`src/rtl/uart_tx_arbiter_if.sv`:
```
// Requester/transmitter bundle for the UART TX arbiter.
// master is the arbiter side, slave is the surrounding system.
interface uart_tx_arbiter_if #(
  parameter int NUM_REQ    = 4,
  parameter int WIDTH_SIZE = 8
);
  localparam int IDW = $clog2(NUM_REQ);

  logic [NUM_REQ-1:0]            req_valid;
  logic [NUM_REQ*WIDTH_SIZE-1:0] req_data;
  logic [NUM_REQ-1:0]            req_err;
  logic [NUM_REQ-1:0]            req_ack;
  logic                          tx_ready;
  logic                          tx_valid;
  logic [WIDTH_SIZE-1:0]         tx_data;
  logic                          tx_err;
  logic [IDW-1:0]                grant_id;
  logic                          busy;
  logic                          timeout;

  modport master (
    input  req_valid, req_data, req_err, tx_ready,
    output req_ack, tx_valid, tx_data, tx_err,
    output grant_id, busy, timeout
  );

  modport slave (
    output req_valid, req_data, req_err, tx_ready,
    input  req_ack, tx_valid, tx_data, tx_err,
    input  grant_id, busy, timeout
  );
endinterface

```
`src/rtl/uart_tx_arbiter.sv`:
```
// Round-robin arbiter sharing one UART TX among NUM_REQ sources.
// One frame outstanding; start-acknowledge watchdog while issuing.
module uart_tx_arbiter #(
  parameter int NUM_REQ     = 4,
  parameter int WIDTH_SIZE  = 8,
  parameter int ACK_TIMEOUT = 16
) (
  input  logic              clk,
  input  logic              reset,
  uart_tx_arbiter_if.master bus
);
  localparam int IDW = $clog2(NUM_REQ);
  localparam logic [IDW-1:0] LAST = IDW'(NUM_REQ - 1);
  localparam logic [NUM_REQ-1:0] ACK1 = NUM_REQ'(1);
  localparam logic [7:0] WD_LAST = 8'(ACK_TIMEOUT - 1);

  typedef enum logic [1:0] {
    IDLE,
    ISSUE,
    WAIT_DONE
  } state_t;

  state_t         state;
  logic [IDW-1:0] rr_ptr;
  logic [IDW-1:0] winner;
  logic [IDW-1:0] idx;
  logic [IDW-1:0] next_ptr;
  logic [7:0]     wd_cnt;
  logic           any_req;

  // First requesting source at or after rr_ptr, wrapping
  always_comb begin
    winner  = rr_ptr;
    any_req = 1'b0;
    idx     = rr_ptr;
    for (int k = 0; k < NUM_REQ; k++) begin
      if (!any_req && bus.req_valid[idx]) begin
        winner  = idx;
        any_req = 1'b1;
      end
      idx = (idx == LAST) ? '0 : idx + 1'b1;
    end
  end

  assign next_ptr = (bus.grant_id == LAST) ?
                    '0 : bus.grant_id + 1'b1;

  // Grant, issue and completion sequencing
  always_ff @(posedge clk or posedge reset) begin
    if (reset) begin
      state        <= IDLE;
      rr_ptr       <= '0;
      wd_cnt       <= '0;
      bus.req_ack  <= '0;
      bus.tx_valid <= 1'b0;
      bus.tx_data  <= '0;
      bus.tx_err   <= 1'b0;
      bus.grant_id <= '0;
      bus.busy     <= 1'b0;
      bus.timeout  <= 1'b0;
    end else begin
      bus.req_ack <= '0;
      bus.timeout <= 1'b0;
      unique case (state)
        IDLE: begin
          if (bus.tx_ready && any_req) begin
            bus.tx_data <=
              bus.req_data[winner*WIDTH_SIZE +: WIDTH_SIZE];
            bus.tx_err   <= bus.req_err[winner];
            bus.grant_id <= winner;
            bus.req_ack  <= ACK1 << winner;
            bus.busy     <= 1'b1;
            bus.tx_valid <= 1'b1;
            wd_cnt       <= '0;
            state        <= ISSUE;
          end
        end
        ISSUE: begin
          if (!bus.tx_ready) begin
            bus.tx_valid <= 1'b0;
            state        <= WAIT_DONE;
          end else if (wd_cnt == WD_LAST) begin
            bus.tx_valid <= 1'b0;
            bus.timeout  <= 1'b1;
            bus.busy     <= 1'b0;
            rr_ptr       <= next_ptr;
            state        <= IDLE;
          end else begin
            wd_cnt <= wd_cnt + 8'd1;
          end
        end
        WAIT_DONE: begin
          if (bus.tx_ready) begin
            bus.busy <= 1'b0;
            rr_ptr   <= next_ptr;
            state    <= IDLE;
          end
        end
        default: state <= IDLE;
      endcase
    end
  end
endmodule

```
`src/flat_wrapper.sv`:
```
// flat-port wrapper written by rule: the top's interface ports become plain ports
module uart_tx_arbiter_flat 
#(
  parameter int NUM_REQ     = 4,
  parameter int WIDTH_SIZE  = 8,
  parameter int ACK_TIMEOUT = 16
)
  (clk, reset, bus_req_valid, bus_req_data, bus_req_err, bus_tx_ready, bus_req_ack, bus_tx_valid, bus_tx_data, bus_tx_err, bus_grant_id, bus_busy, bus_timeout);
  uart_tx_arbiter_if #(.NUM_REQ(NUM_REQ), .WIDTH_SIZE(WIDTH_SIZE)) bus_i ();
  input  logic clk;
  input  logic reset;
  input wire logic [$bits(bus_i.req_valid)-1:0] bus_req_valid;
  input wire logic [$bits(bus_i.req_data)-1:0] bus_req_data;
  input wire logic [$bits(bus_i.req_err)-1:0] bus_req_err;
  input wire logic [$bits(bus_i.tx_ready)-1:0] bus_tx_ready;
  output wire logic [$bits(bus_i.req_ack)-1:0] bus_req_ack;
  output wire logic [$bits(bus_i.tx_valid)-1:0] bus_tx_valid;
  output wire logic [$bits(bus_i.tx_data)-1:0] bus_tx_data;
  output wire logic [$bits(bus_i.tx_err)-1:0] bus_tx_err;
  output wire logic [$bits(bus_i.grant_id)-1:0] bus_grant_id;
  output wire logic [$bits(bus_i.busy)-1:0] bus_busy;
  output wire logic [$bits(bus_i.timeout)-1:0] bus_timeout;
  assign bus_i.req_valid = bus_req_valid;
  assign bus_i.req_data = bus_req_data;
  assign bus_i.req_err = bus_req_err;
  assign bus_i.tx_ready = bus_tx_ready;
  assign bus_req_ack = bus_i.req_ack;
  assign bus_tx_valid = bus_i.tx_valid;
  assign bus_tx_data = bus_i.tx_data;
  assign bus_tx_err = bus_i.tx_err;
  assign bus_grant_id = bus_i.grant_id;
  assign bus_busy = bus_i.busy;
  assign bus_timeout = bus_i.timeout;
  uart_tx_arbiter #(.NUM_REQ(NUM_REQ), .WIDTH_SIZE(WIDTH_SIZE), .ACK_TIMEOUT(ACK_TIMEOUT)) u_core (.clk(clk), .reset(reset), .bus(bus_i));
endmodule
```
`config.mk`:
```
export PLATFORM = sky130hd
export DESIGN_NAME = uart_tx_arbiter_flat
export DESIGN_NICKNAME = d
export VERILOG_FILES = /design/src/rtl/uart_tx_arbiter_if.sv /design/src/rtl/uart_tx_arbiter.sv /design/src/flat_wrapper.sv
export SDC_FILE = /design/constraint.sdc
export NUM_CORES = 1
export LEC_CHECK = 0
export ABC_CLOCK_PERIOD_IN_PS = 3700
export CAP_MARGIN = 20
export CELL_PAD_IN_SITES_DETAIL_PLACEMENT = 0
export CELL_PAD_IN_SITES_GLOBAL_PLACEMENT = 1
export CORE_MARGIN = 8
export CORE_UTILIZATION = 40
export CTS_BUF_LIST = sky130_fd_sc_hd__clkbuf_4 sky130_fd_sc_hd__clkbuf_8
export DETAILED_ROUTE_END_ITERATION = 10
export PLACE_DENSITY = 0.86
export SYNTH_ARGS = -nofsm -noshare
export SYNTH_HDL_FRONTEND = slang
export SYNTH_SLANG_ARGS = --single-unit
export TNS_END_PERCENT = 5
```
`constraint.sdc`:
```
create_clock -name clk -period 3.7 [get_ports clk]
set_input_delay 0.74 -clock clk [delete_from_list [all_inputs] [get_ports clk]]
set_output_delay 0.74 -clock clk [all_outputs]
set_load 0.02 [all_outputs]
```
==> results.ini <==
[yosys]
yosysUniqueCellTypes=51
synth_most_common_cell=dfrtp_1
synth_top_area_cell=dfrtp_1
synth_nets=254
synth_ff_type=dfrtp_1
synth-edff-count=0
synthTopCellsByArea=dfrtp_1 36%, mux2i_1 11%, a221oi_2 6.6%, nor2_1 4.9%, ha_1 4.3%
synth_seq_cells=30
synthCells=204
synthTopCellsByCount=30 x dfrtp_1, 27 x nor2_1, 23 x mux2i_1, 9 x a221oi_2, 8 x inv_1
ys_warn_count=0
async_flop_share_pct=100
ys_seq_area_share_pct=36.5
synth_top_area_share_pct=36.5
syn_area_um2=2060
syn_area_per_cell_um2=10.1

[timing]
fmax_ghz=0.331
fin_worst_skew_ns=0.00356
post-route-period-util_pct=81.7
maxSlewViolCount=0
setup_viol=0
worst_pin_slew_ns=0.571
max_slew_margin_pct=61.9
rsz0062_at_grt=no
fin_crit_ns=3.02
tns_ns=0
fin_ws_ns=0.677
hold_viol_final=0
whs_ns=0.499

[floorplan]
die_y_um=87.7
die_x_um=87.7
start_util_pct=40.8
dieArea_um2=7700
num_rows=26
io_pins=61
core_area_um2=5040

[setup_path]
required_ns=3.83
startpoint_type=flop
critPathMaxStageDelay_ns=0.58
path_cells=ha_1 -> or3_1 -> and4b_1 -> o21ai_1 -> and3_1 -> and2b_1 -> a221oi_2
slowest_stage=dfrtp_1
crit_family=simple AND/OR/NAND/NOR gates
arrival_ns=3.15
worstSetupPathType=flop to flop
end_kind=flop
crit_buf_inv=0
cp_max_fo=14

[global_routing]
grt_max_degree=31
grt_pass1_vias=1694
grt_pass1_wl_mm=8.26
grt_usage_pct=13.6
gr-total-overflow=0
antenna_found_initial=0

[finish]
seq_area_um2=751
fillers=450
fin_nets=313
post-route-util_pct=55.2
area_growth_pct=35.1
multiInputGateArea_um2=1180
instances_no_fill=334
stdcell_area_um2=2780
n_antenna_cell=0
drive_gt1_share_pct=11.0

[power]
p_leak_nw=1.18
total_power_mw=2.35
ir_drop_v=0.000325
powerDensity_nw_per_um2=845

[drt]
drtIter0Drc=56
wl_per_cell_um=15.5
num_vias=1743
wl_mm=5.18
viasPerCell=5.22
antenna_left=0
drc=0
firstDrtPassIters=4

[clock_network]
ctsResizeCount=0
postCtsSetupRepairBufs=0
clockBufferDepth=2
clk_pin_slew_ns=0.06
holdBufCountCts=0
cts-buffers-inserted=5
clk_latency_ns=0.28
ctsRootBufferMaster=clkbuf_8
cts_tree=done
ctsHtreeMaxLevel=2
cts.sinks=30

[status]
status=completed

[place]
dp_cells=326
placed_area_um2=2690
gp_congestion=0.825
dp_hpwl_mm=3.91
numPortBuffers=60
preCtsSetupSlack_ns=0.427

[job]
maxCapViolCount=0

[hold_path]
hp-class=flop to flop

registers in the layout, summed over array words and instances, names as in the netlist:
name / count
u_core.bus.tx_data: 8
u_core.wd_cnt: 8
u_core.bus.req_ack: 4
u_core.bus.grant_id: 2
u_core.rr_ptr: 2
u_core.state: 2
u_core.bus.busy: 1
u_core.bus.timeout: 1
u_core.bus.tx_err: 1
u_core.bus.tx_valid: 1
area by class of cell:
class / instances / share of cell area (%)
Timing Repair Buffer: 65 / 22.9
Sequential cell: 30 / 27.0
Inverter: 8 / 1.08
Clock inverter: 1 / 0.180
Clock buffer: 7 / 3.24
Multi-Input combinational cell: 153 / 42.4
Tap cell: 70 / 3.15
power breakdown:
group | switching, mW | internal (mW) | total (mW)
registers | 0.0940 | 0.451 | 0.545
logic | 0.823 | 0.702 | 1.52
clock network | 0.122 | 0.157 | 0.279
final timing paths:
kind	depth (start not counted)	start	endpoint	slack (ns)
setup / recovery	7	u_core.rr_ptr[1]	u_core.bus.tx_data[3]	0.68
hold / removal	2	u_core.bus.busy	u_core.bus.busy	0.50
setup reg to reg	7	u_core.rr_ptr[1]	u_core.bus.tx_data[3]	0.68
hold reg to reg	2	u_core.bus.busy	u_core.bus.busy	0.50
max in group asynchronous	3	reset	u_core.wd_cnt[7]	2.59
min in group asynchronous	3	reset	u_core.bus.tx_err	0.83
kinds of logic (layout without fill, tap and decap cells):
group           count (synthesis)  count (layout)  synth area share (%)
flops                          30              30                  36.5
compound gates                 43              43                  18.2
buf+inv                        21              81                  6.20
mux                            27              27                  14.5
xor+xnor                        7               7                  2.98
fa+ha+maj                       7               7                  4.26
simple gates                   69              69                  17.4
cell usage in the layout (no fill, tap or decap), drive strengths merged, types with 2 or more instances in the layout:
cell type	instances
buf	5
o21ai	9
and3	5
and2	3
nor2b	7
nand4	2
inv	8
nand2b	2
mux2	2
a31oi	2
nand3	5
a21oi	5
a221oi	9
xor2	6
nand2	8
clkbuf	7
mux4	2
nor2	27
ha	7
o31ai	3
clkdlybuf4s50	60
mux2i	23
nor3b	2
o41ai	2
dfrtp	30
per-layer routing:
layer	track usage (%)	wire (µm)	vias to the layer above
met5	0	0	-
met4	3.44	25	0
met3	3.94	228	4
met2	22.7	2680	36
met1	16.6	2240	839
li1	-	-	864
worst reg2reg max path: stages, from the launching register on:
cell and delay [ns]:
dfrtp_1 0.58, ha_1 0.47, or3_1 0.42, and4b_1 0.24, o21ai_1 0.20, and3_1 0.29
and2b_1 0.53, a221oi_2 0.14
Power figures use the tool's default switching activity.
